File: src/rtl/serial_rotate_right.sv
// serial_rotate_right: multi-cycle rotate-right unit that undoes a barrel
// shifter's rotate-left. A captured word moves one bit position per clock
// until the requested distance is used up. The result is then held until
// downstream takes it. Valid/ready handshakes are used on both sides.
module serial_rotate_right #(
  parameter int WIDTH = 10,
  parameter int SHW   = 3
) (
  input  logic             clk,
  input  logic             rst_n,
  input  logic             in_valid,
  output logic             in_ready,
  input  logic [WIDTH-1:0] data_in,
  input  logic [SHW-1:0]   shift_amt,
  output logic             out_valid,
  input  logic             out_ready,
  output logic [WIDTH-1:0] data_out,
  output logic             busy
);

  typedef enum logic [1:0] {
    IDLE  = 2'd0,
    SHIFT = 2'd1,
    DONE  = 2'd2
  } state_t;

  state_t         state;
  state_t         state_nxt;
  logic [SHW-1:0] count;

  // Rotate right by a single position: the LSB wraps around into the MSB.
  function automatic logic [WIDTH-1:0] rotr1(input logic [WIDTH-1:0] x);
    return {x[0], x[WIDTH-1:1]};
  endfunction

  // Registered state, working word and remaining-distance counter.
  always_ff @(posedge clk or negedge rst_n) begin
    if (!rst_n) begin
      state    <= IDLE;
      data_out <= '0;
      count    <= '0;
    end else begin
      state <= state_nxt;
      case (state)
        IDLE: begin
          if (in_valid) begin
            data_out <= data_in;
            count    <= shift_amt;
          end
        end
        SHIFT: begin
          if (count != '0) begin
            data_out <= rotr1(data_out);
            count    <= count - SHW'(1);
          end
        end
        default: begin
        end
      endcase
    end
  end

  // Next state. Leaving DONE always passes through IDLE, so a new request
  // cannot be accepted in the same cycle that the result is consumed.
  always_comb begin
    state_nxt = state;
    case (state)
      IDLE:    if (in_valid)      state_nxt = SHIFT;
      SHIFT:   if (count == '0)   state_nxt = DONE;
      DONE:    if (out_ready)     state_nxt = IDLE;
      default:                    state_nxt = IDLE;
    endcase
  end

  assign in_ready  = (state == IDLE);
  assign out_valid = (state == DONE);
  assign busy      = (state != IDLE);

endmodule

File: config.mk
export PLATFORM = sky130hd
export DESIGN_NAME = serial_rotate_right
export DESIGN_NICKNAME = d
export VERILOG_FILES = /design/src/rtl/serial_rotate_right.sv
export SDC_FILE = /design/constraint.sdc
export NUM_CORES = 1
export LEC_CHECK = 0
export ABC_AREA = 1
export BUFFER_PORTS_ARGS = -buffer_cell sky130_fd_sc_hd__buf_2
export CORE_UTILIZATION = 45
export DETAILED_ROUTE_END_ITERATION = 16
export PLACE_DENSITY = 0.72
export REMOVE_ABC_BUFFERS = 1
export SYNTH_ARGS = -nofsm -noshare
export SYNTH_HDL_FRONTEND = slang
export SYNTH_SLANG_ARGS = --single-unit
File: constraint.sdc
create_clock -name clk -period 2.1 [get_ports clk]
set_input_delay 0.21 -clock clk [delete_from_list [all_inputs] [get_ports clk]]
set_output_delay 0.21 -clock clk [all_outputs]
set_load 0.01 [all_outputs]
# Word level (Yosys, flattened, before mapping)
# Cells that the tools add are included.
[op_classes]
multipliers = 0
reduce_logical = 7
n_lt_le_gt_ge = 0
addsub = 1
n_div = 0
eq_ne = 6
bitwise = 0
shift = 0
n_mux = 10
[ops]
columns = ["op", "count"]
rows = [
  ["$mux 10", 2],
  ["$pmux 10 s2", 1],
  ["$mux 2", 3],
  ["$mux 3", 2],
  ["$ne 2x2->1 const B", 3],
  ["$pmux 2 s3", 1],
  ["$pmux 3 s2", 1],
  ["$reduce_and 3->1", 2],
  ["$reduce_bool 2->1", 2],
  ["$logic_not 3->1", 1],
  ["$reduce_bool 3->1", 1],
  ["$sub 3x1->3 const B", 1],
  ["$eq 2x1->1 const B", 1],
  ["$eq 2x2->1 const B", 1],
  ["$logic_not 2->1", 1],
  ["$ne 2x1->1 const B", 1],
]
[word_totals]
output_inout_bits = 13
rom_bits = 0
wordCells = 27
n_memories = 0
ramBits = 0
latch_bits = 0
in_bits = 17
register_bits = 15

# Depth between registers and ports, before layout
[depth]
ltp_word = 3
ltp_mapped = 9
mapped_depth_nobuf = 8

# Worst setup path after synthesis
# No wires, ideal clock.
[synth_timing]
path_type = "reg-to-reg"
start = "register count[0]"
end = "register data_out[3]"
arrival_time_ps = 1210
setup_time_ps = 117
stages_incl_launch_ff = 9
path_buffers = 1
required_time_ps = 1983
period_less_slack_ps = 1327
path_slack_ps = 773
path_cell_list = "dfrtp_1 -> inv_1 -> ha_1 -> ha_1 -> inv_1 -> nand3_2 -> buf_2 -> nand3_1 -> nand2_1"
[synth_between]
elab_chain_cells = 3
[synth_rtl]
columns = ["element", "line", "text"]
rows = [
  ["start, declared", "29", "logic [SHW-1:0] count;"],
  ["start signal, assigned", "48", "count <= shift_amt;"],
  ["start signal, assigned", "54", "count <= count - SHW'(1);"],
  ["$reduce_bool 3->1", "52", "if (count != '0) begin"],
  ["$ne 2x2->1 (no source line)", "-", ""],
  ["$reduce_and 3->1 (no source line)", "-", ""],
  ["end signal, assigned", "47", "data_out <= data_in;"],
  ["end signal, assigned", "53", "data_out <= rotr1(data_out);"],
  ["end, declared", "17", "output logic [WIDTH-1:0] data_out,"],
]
# No other way between the ends.
# A chain may end at the register's enable or synchronous reset.

# Worst setup path in the final report
[layout_timing]
start = "register count[0]"
end = "register count[1]"
[layout_between]
elab_chain_cells = 3
elab_cells_between_ends = 6
classes_between = "add/sub (1); eq/ne (1); mux (2); reduce/logical (2)"
[layout_rtl]
columns = ["element", "line"]
rows = [
  ["$sub 3x1->3 / $reduce_bool 3->1 (equally long branches)", "54, 52"],
  ["$mux 3 / $ne 2x2->1 (equally long branches)", "-"],
  ["$pmux 3 s2 / $reduce_and 3->1 (equally long branches)", "-"],
]
# Parallel ways exist; a longest one is shown, timed or not. The select of a mux whose other input is x is not followed.

==> results.ini <==
[run_status]
status = finished, final reports clean

[finish]
fillers = 184
drive_above_1_share = 0.272
final_area_um2 = 1040
fin_nets = 167
n_antenna_cell = 0
regArea_um2 = 375
multi_input_area_um2 = 413
area_growth_pct = 19.7

[placed_design]
port_buffers = 29
gp_congestion = 0.732
post-dp-hpwl_um = 1310
place_ws_ps = 539
placed_area_um2 = 1010

[yosys]
synth_cell_types = 15
synth_cells = 119
yosys-top-cells-area = dfrtp_1 (43%), nand2_1 (23%), nand3_1 (15%)
yosys.cell_count.top_type = nand2_1
synth_top_area_frac = 0.430
synth_largest_area_cell = dfrtp_1
synth-main-ff-cell = dfrtp_1
ys_seq_elements = 15
syn_area_per_cell_um2 = 7.33
synth_commonest_cells = nand2_1 (53), nand3_1 (26), dfrtp_1 (15), inv_1 (8), buf_2 (4)
synth_warnings = 0
synthArstFlopShare = 1.00
synth_edf_count = 0
yosysSeqAreaShare = 0.430
syn_area_um2 = 872

[sta]
finalSetupViolCount = 0
skew_ps = 1.01
relSlewSlack = 0.774
hold_violations = 0
setup_ws_ps = 515
setup-tns-final_ps = 0
worstMarginPinSlew_ps = 340
period_share = 0.755
rsz0062_at_grt = no
timing.fmax_mhz = 631
timing.final.crit_period_ps = 1580
drv_slew = 0
timing.hold.ws_ps = 192

[worst_setup_path]
cp.arrival_ps = 1800
path_class = reg2reg
slowest_stage = dfrtp_1
critPathMaxFanout = 14
required_ps = 2320
critPathLaunchType = flop
crit_chain = inv_1 -> ha_1 -> ha_1 -> inv_1 -> nand3_2 -> nand2_4 -> nand2_1 -> nand2_1
crit_path_start = count[0]$_DFFE_PN0P_
end_kind = flop
max_stage_delay_ps = 360
critPathTopFamily = simple AND/OR/NAND/NOR gates
timing.critical_path.buf_inv = 2
rr_startpoint = count[0]$_DFFE_PN0P_

[grt]
gr-usage-met2 = 0.315
grt_busiest_layer = met2
grt_pass1_wl_um = 3150
grt_pass1_vias = 718
grt_overflow = 0
grt_usage = 0.208
use_met1 = 0.313
grt_antenna_before_repair = 0
grt_max_degree = 17
grt.met3_usage = 0.0238

[routing]
detail-route-antenna-nets = 0
detailroute.via_count = 839
vias_per_cell = 4.88
wire_per_inst_um = 11.0
totalWireLength_um = 1900
first_iter_violations = 11
drc_errors = 0
drtPass1Iterations = 4

[power]
p_leak_nw = 0.638
p_per_area_nw_per_um2 = 1680
ir_worst_vdd_mv = 0.809

[clock_network]
clockBufferDepth = 2
cts_tree = built
clk_latency_ps = 280
cts.clk_slew.worst_paths_ps = 90
cts_buffers = 3
root_buffer = clkbuf_4
cts.sinks = 15
htreeDepth = 1
postCtsSetupBuffers = 0

[floorplan]
coreArea_um2 = 1760
die-area_um2 = 2120
row_count = 15
die_h_um = 46.0
start_util = 0.494
ioPinCount = 30
die_x_um = 46.0

[hold_path]
min_from = out_ready
hold_path.class = in2reg

[job]
maxCapViolCount = 0

[worst paths after layout]
path,end,depth (start not counted),slack (ps)
worst max-delay path,count[1]$_DFFE_PN0P_,8,520
worst min-delay path,state[1]$_DFFE_PN0P_,4,190
worst max register to register,count[1]$_DFFE_PN0P_,8,520
worst min register to register,count[2]$_DFFE_PN0P_,2,520
max in group asynchronous,count[1]$_DFFE_PN0P_,2,1490
min in group asynchronous,state[1]$_DFFE_PN0P_,2,360
[placed cells by master, fill, tap and decap left out, drive strengths merged]
master,n
ha,2
inv,9
nand3,27
nor2,2
clkbuf,3
clkinv,1
nand2,56
dfrtp,15
buf,30
dlygate4sd3,1
o21ai,1
[power by group]
| part | total [mW] | switching (mW) | leakage (nW) | internal [mW] |
|---|---|---|---|---|
| logic | 1.04 | 0.667 | 0.432 | 0.372 |
| registers | 0.553 | 0.117 | 0.188 | 0.435 |
| clock network | 0.162 | 0.0911 | 0.0177 | 0.0706 |
[layer usage]
layer	routed length (µm)	share of wire
met5	0	0
met1	956	0.50
met3	95	0.050
met4	0	0
met2	844	0.45
[cells by family (layout without fill, tap and decap cells)]
kind of cell / Yosys count / after routing / share of synthesized area
simple gates: 85 / 85 / 0.439
buf+inv: 16 / 44 / 0.0961
flops: 15 / 15 / 0.430
fa+ha+maj: 2 / 2 / 0.0287
compound gates: 1 / 1 / 0.00573
[sequential cells by signal, indices dropped and copies added (netlist names)]
name      flops
data_out     10
state         2
count         3
[worst reg2reg max path: cells and delay by family (launching register included)]
family	cells	cell delay, ps
AND/OR/NAND/NOR	4	660
buffers and inverters	2	140
flip-flops	1	360
adder cells (fa/ha/maj)	2	370
[metrics by stage]
| stage | util | std cells | power (mW) |
|---|---|---|---|
| floorplan | - | 112 | 1.26 |
| global placement | 0.570 | 167 | 1.57 |
| detailed placement | 0.570 | 167 | 1.60 |
| CTS | 0.591 | 172 | 1.77 |
| global route | 0.591 | 172 | 1.95 |
| finish | 0.591 | 172 | 1.75 |
[area by class of cell]
class | count | share of cell area
flip-flops and latches | 15 | 0.360
multi-input cells | 88 | 0.396
inverters | 9 | 0.0324
clock inverters | 1 | 0.00480
clock buffers | 3 | 0.0216
well taps | 25 | 0.0300
repair buffers | 31 | 0.156
[what timing repair did]
action,4_1_cts,5_1_grt
resized for setup,0,0
hold buffers,1,0
endpoints found under the hold margin,15,0
(Power assumes the default switching activity.)
